--- src/rtl/fifo_8_reader_pkg.sv ---
// fifo_8_reader_pkg
// Shared sizing for the FIFO_8 read-side controller.
//   DEFAULT_DEPTH / DEFAULT_WIDTH : default FIFO geometry
//   CNT_W                         : occupancy counter width for the default depth
//   BUF_DEPTH / BUF_CNT_W         : output buffer size and its counter width
package fifo_8_reader_pkg;

  localparam int DEFAULT_DEPTH = 8;
  localparam int DEFAULT_WIDTH = 8;

  // Occupancy must represent 0..depth inclusive, hence the extra bit.
  function automatic int cnt_width(input int depth);
    return $clog2(depth) + 1;
  endfunction

  localparam int CNT_W     = cnt_width(DEFAULT_DEPTH);
  localparam int BUF_DEPTH = 2;
  localparam int BUF_CNT_W = 2;

endpackage

--- src/rtl/fifo_8_reader_skid.sv ---
// fifo_8_reader_skid
// Two-entry in-order output buffer. Entry 0 is always the head.
// Ports:
//   clk, rst  : clock, asynchronous active-high reset
//   push, din : write one word (caller guarantees space)
//   pop       : remove the head word (caller guarantees it exists)
//   head      : current head word (registered)
//   buf_cnt   : number of stored words, 0..2
module fifo_8_reader_skid
  import fifo_8_reader_pkg::*;
#(
  parameter int WIDTH = DEFAULT_WIDTH
) (
  input  logic                 clk,
  input  logic                 rst,
  input  logic                 push,
  input  logic [WIDTH-1:0]     din,
  input  logic                 pop,
  output logic [WIDTH-1:0]     head,
  output logic [BUF_CNT_W-1:0] buf_cnt
);

  logic [BUF_DEPTH-1:0][WIDTH-1:0] mem_reg;
  logic [BUF_DEPTH-1:0][WIDTH-1:0] mem_next;
  logic [BUF_CNT_W-1:0]            cnt_reg;
  logic [BUF_CNT_W-1:0]            base;

  // Words that remain after this cycle's pop; a push lands right behind them,
  // which keeps order intact when push and pop coincide.
  assign base = cnt_reg - {{(BUF_CNT_W-1){1'b0}}, pop};

  genvar gi;
  generate
    for (gi = 0; gi < BUF_DEPTH; gi++) begin : g_entry
      if (gi < BUF_DEPTH - 1) begin : g_mid
        assign mem_next[gi] = (push && base == BUF_CNT_W'(gi)) ? din :
                              (pop ? mem_reg[gi+1] : mem_reg[gi]);
      end else begin : g_last
        // The tail slot is left stale on pop; it is unreachable until rewritten.
        assign mem_next[gi] = (push && base == BUF_CNT_W'(gi)) ? din : mem_reg[gi];
      end
    end
  endgenerate

  always_ff @(posedge clk or posedge rst) begin
    if (rst) begin
      mem_reg <= '0;
      cnt_reg <= '0;
    end else begin
      mem_reg <= mem_next;
      cnt_reg <= base + {{(BUF_CNT_W-1){1'b0}}, push};
    end
  end

  assign head    = mem_reg[0];
  assign buf_cnt = cnt_reg;

endmodule

--- src/rtl/fifo_8_reader.sv ---
// fifo_8_reader
// Read-side controller for FIFO_8: mirrors FIFO occupancy from the writer's
// wen and its own ren, issues ren only when a word is present and there is
// room downstream, and presents the data as a valid/ready stream.
// Optional macro FIFO_8_READER_ERRCHK_EN: when defined, a word returned with
// fifo_error is dropped and sets the sticky err flag; otherwise fifo_error is
// ignored and err is 0.
// Ports:
//   clk, rst    : clock, asynchronous active-high reset
//   wen_mon     : monitored copy of the writer's wen
//   ren         : read strobe to the FIFO
//   fifo_dout   : FIFO read data, valid the cycle after ren
//   fifo_error  : FIFO error flag, sampled with fifo_dout
//   m_data, m_valid, m_ready : output stream
//   count       : mirrored FIFO occupancy 0..DEPTH
//   err         : sticky read-error flag
module fifo_8_reader
  import fifo_8_reader_pkg::*;
#(
  parameter int DEPTH = DEFAULT_DEPTH,
  parameter int WIDTH = DEFAULT_WIDTH
) (
  input  logic                        clk,
  input  logic                        rst,
  input  logic                        wen_mon,
  output logic                        ren,
  input  logic [WIDTH-1:0]            fifo_dout,
  input  logic                        fifo_error,
  output logic [WIDTH-1:0]            m_data,
  output logic                        m_valid,
  input  logic                        m_ready,
  output logic [$clog2(DEPTH):0]      count,
  output logic                        err
);

  localparam int CW = cnt_width(DEPTH);

  logic [CW-1:0]        cnt_reg;
  logic                 inflight_reg;
  logic [BUF_CNT_W-1:0] buf_cnt;
  logic                 pop;
  logic                 push;
  logic                 inc;
  logic                 ren_int;

  assign pop = m_valid & m_ready;

  // Buffer slots committed = stored + in flight; a pop this cycle frees one.
  // m_ready reaches ren combinationally so full throughput is sustained.
  assign ren_int = (cnt_reg != '0) &&
                   (({1'b0, buf_cnt} + {2'b00, inflight_reg}) <
                    (3'(BUF_DEPTH) + {2'b00, pop}));

  // The FIFO drops a write that collides with a read or arrives when full.
  assign inc = wen_mon & ~ren_int & (cnt_reg < CW'(DEPTH));

  always_ff @(posedge clk or posedge rst) begin
    if (rst) begin
      cnt_reg      <= '0;
      inflight_reg <= 1'b0;
    end else begin
      cnt_reg      <= cnt_reg + CW'(inc) - CW'(ren_int);
      inflight_reg <= ren_int;
    end
  end

`ifdef FIFO_8_READER_ERRCHK_EN
  logic err_reg;

  assign push = inflight_reg & ~fifo_error;

  always_ff @(posedge clk or posedge rst) begin
    if (rst) begin
      err_reg <= 1'b0;
    end else if (inflight_reg & fifo_error) begin
      err_reg <= 1'b1;
    end
  end

  assign err = err_reg;
`else
  logic unused_fifo_error;

  assign unused_fifo_error = fifo_error;
  assign push              = inflight_reg;
  assign err               = 1'b0;
`endif

  fifo_8_reader_skid #(
    .WIDTH (WIDTH)
  ) u_skid (
    .clk     (clk),
    .rst     (rst),
    .push    (push),
    .din     (fifo_dout),
    .pop     (pop),
    .head    (m_data),
    .buf_cnt (buf_cnt)
  );

  assign m_valid = (buf_cnt != '0);
  assign ren     = ren_int;
  assign count   = cnt_reg;

endmodule

--- config.mk ---
export PLATFORM = sky130hd
export DESIGN_NAME = fifo_8_reader
export DESIGN_NICKNAME = d
export VERILOG_FILES = /design/src/rtl/fifo_8_reader_pkg.sv /design/src/rtl/fifo_8_reader_skid.sv /design/src/rtl/fifo_8_reader.sv
export SDC_FILE = /design/constraint.sdc
export NUM_CORES = 1
export LEC_CHECK = 0
export BUFFER_PORTS_ARGS = -buffer_cell sky130_fd_sc_hd__buf_2
export CORE_ASPECT_RATIO = 0.75
export CORE_MARGIN = 2
export CORE_UTILIZATION = 28
export DETAILED_ROUTE_END_ITERATION = 8
export REMOVE_ABC_BUFFERS = 1
export SYNTH_ARGS = -nofsm -noshare
export SYNTH_HDL_FRONTEND = slang
export SYNTH_SLANG_ARGS = --single-unit
--- constraint.sdc ---
create_clock -name clk -period 2.35 [get_ports clk]
set_input_delay 0.235 -clock clk [delete_from_list [all_inputs] [get_ports clk]]
set_output_delay 0.235 -clock clk [all_outputs]
set_load 0.02 [all_outputs]
==> flow_summary.json <==
{
  "routed_wl_um": 2166,
  "die_w_um": 80.69,
  "cp.required_ps": 2490,
  "layout-drive-gt1-share": 0.6410,
  "layout_common_cells": "buf_2 (25), dfrtp_1 (23), mux2_2 (16)",
  "hold_violations": 0,
  "critPathSlowestCell": "fa_2",
  "crit_family": "adder cells",
  "slew_headroom": 0.4173,
  "cts_buffers": 3,
  "grt_max_degree": 24,
  "cp.arrival_ps": 2410,
  "core_mm2": 0.004154,
  "place_area_mm2": 0.001395,
  "crit_fanout": 2,
  "endpoint_kind": "flip-flop",
  "yosysUniqueCellTypes": 22,
  "drcViolationCount": 0,
  "rsz0062_at_grt": "yes",
  "tightest_slew_ps": 873.1,
  "final_area_mm2": 0.001515,
  "dieArea_mm2": 0.004963,
  "clockRootBuffer": "clkbuf_8",
  "finalHoldWorstSlack_ps": 139.4,
  "worstSetupPathType": "flip-flop to flip-flop",
  "async_flop_share": 1.000,
  "cts_tree": "done",
  "synth_ff_type": "dfrtp_1",
  "layout.nets": 141,
  "status": "finished clean",
  "overflow": 0,
  "cts-htree-levels": 1,
  "min_period_ps": 2269,
  "area_growth_pct": 22.69,
  "fin_tns_setup_ps": 0,
  "dr.pass1.iters": 2,
  "fillers": 415,
  "initial_core_util": 0.2973,
  "vias": 734,
  "ioPinCount": 28,
  "crit_chain": "ha_2 -> ha_4 -> o21a_1 -> o311ai_2 -> ha_2 -> inv_2 -> ha_4 -> fa_2",
  "fmax_ghz": 0.4408,
  "cp_slowest_stage_delay_ps": 420,
  "track_usage": 0.09793,
  "yosysWarnings": 0,
  "die_y_um": 61.52,
  "diodes": 0,
  "cts_hold_buf": 0,
  "synth_edf_count": 0,
  "routabilityCongestion": 0.7573,
  "io_buffers": 25,
  "wl_per_cell_um": 12.59,
  "grt_pass1_wl_um": 3608,
  "drt-initial-drc-count": 25,
  "clkLatencyLatePin_ps": 260,
  "ys_ff_latch": 23,
  "synth.avg_cell_area_um2": 13.57,
  "hp-class": "primary input to asynchronous set/reset pin",
  "drv_slew": 0,
  "synth_cells": 91,
  "vias_per_cell": 4.267,
  "grt_pass1_vias": 786,
  "path_buf_inv": 1,
  "worstSetupStartpointType": "flip-flop",
  "ys_seq_area_frac": 0.4661,
  "rows": 20,
  "syn-cell-area_mm2": 0.001235,
  "cts_buffer_depth": 2,
  "fin_crit_sh": 0.9654,
  "layout_commonest_cell": "buf_2",
  "path_clk_slew_ps": 80,
  "setup_viol": 0,
  "antenna_found_initial": 0,
  "ant_nets": 0,
  "final_util": 0.3648,
  "skew_ps": 6.440,
  "maxCapViolCount": 0,
  "cts.sinks": 23
}
## Yosys cell counts, types with 2 or more instances
library cell | number | area share
inv_1 | 9 | 0.027
buf_4 | 9 | 0.055
mux2_4 | 8 | 0.097
dfrtp_1 | 23 | 0.47
ha_1 | 9 | 0.091
xor2_1 | 2 | 0.014
mux2_2 | 16 | 0.15
## logic make-up after synthesis
group / synth area share
AOI/OAI and AO/OA: 0.03040
xor gates and xnor gates: 0.03446
adders and majority gates: 0.1074
buffers and inverters: 0.09118
DFF: 0.4661
muxes: 0.2432
other: 0.003037
and+or+nand+nor: 0.02432
## worst paths after layout
check,start,endpoint,slack (ps),cells past startpoint
worst max-delay path,u_skid.buf_cnt[0],count[1],80,8
worst min-delay path,rst,inflight_reg,140,2
worst max register to register,u_skid.buf_cnt[0],count[1],80,8
worst min register to register,u_skid.mem_reg[9],u_skid.mem_reg[9],510,1
max in group asynchronous,rst,u_skid.head[1],1670,2
min in group clk,fifo_dout[0],u_skid.mem_reg[8],220,2
## cell type report
cell class / count / area, um^2 / share of cell area
flip-flops and latches: 23 / 575.6 / 0.3799
multi-input cells: 49 / 613.1 / 0.4046
inverters: 9 / 33.78 / 0.02230
repair buffers: 32 / 177.7 / 0.1173
clock inverters: 1 / 5.005 / 0.003303
clock buffers: 3 / 41.29 / 0.02725
well taps: 55 / 68.82 / 0.04542
## stage by stage
step | setup WS [ps] | std cells
6_report | 81.20 | 172
5_1_grt | -10.65 | 172
3_5_place_dp | -33.28 | 167
4_1_cts | 14.47 | 171
2_1_floorplan | -274.8 | 81
3_3_place_gp | 8.434 | 167
## per-layer routing
layer,share of wire,global-route usage
met3,0.033,0.02199
met2,0.47,0.1714
met1,0.49,0.1236
met4,0.010,0.02906
met5,0,0
## worst register-to-register path: cells and delay by family, from the launching register on
| family | cells | cell delay, ps |
|---|---|---|
| fa+ha+maj | 5 | 1270 |
| compound gates | 2 | 420 |
| flops | 1 | 390 |
| buf+inv | 1 | 60 |
## repair_timing
action	4_1_cts	5_1_grt
setup endpoints to repair	3	3
pin swaps	0	8
setup buffers	0	1
gates resized for setup	1	13
Power is not shown: default switching activity piles up to over one toggle a cycle in this logic, so the estimate is an artifact.
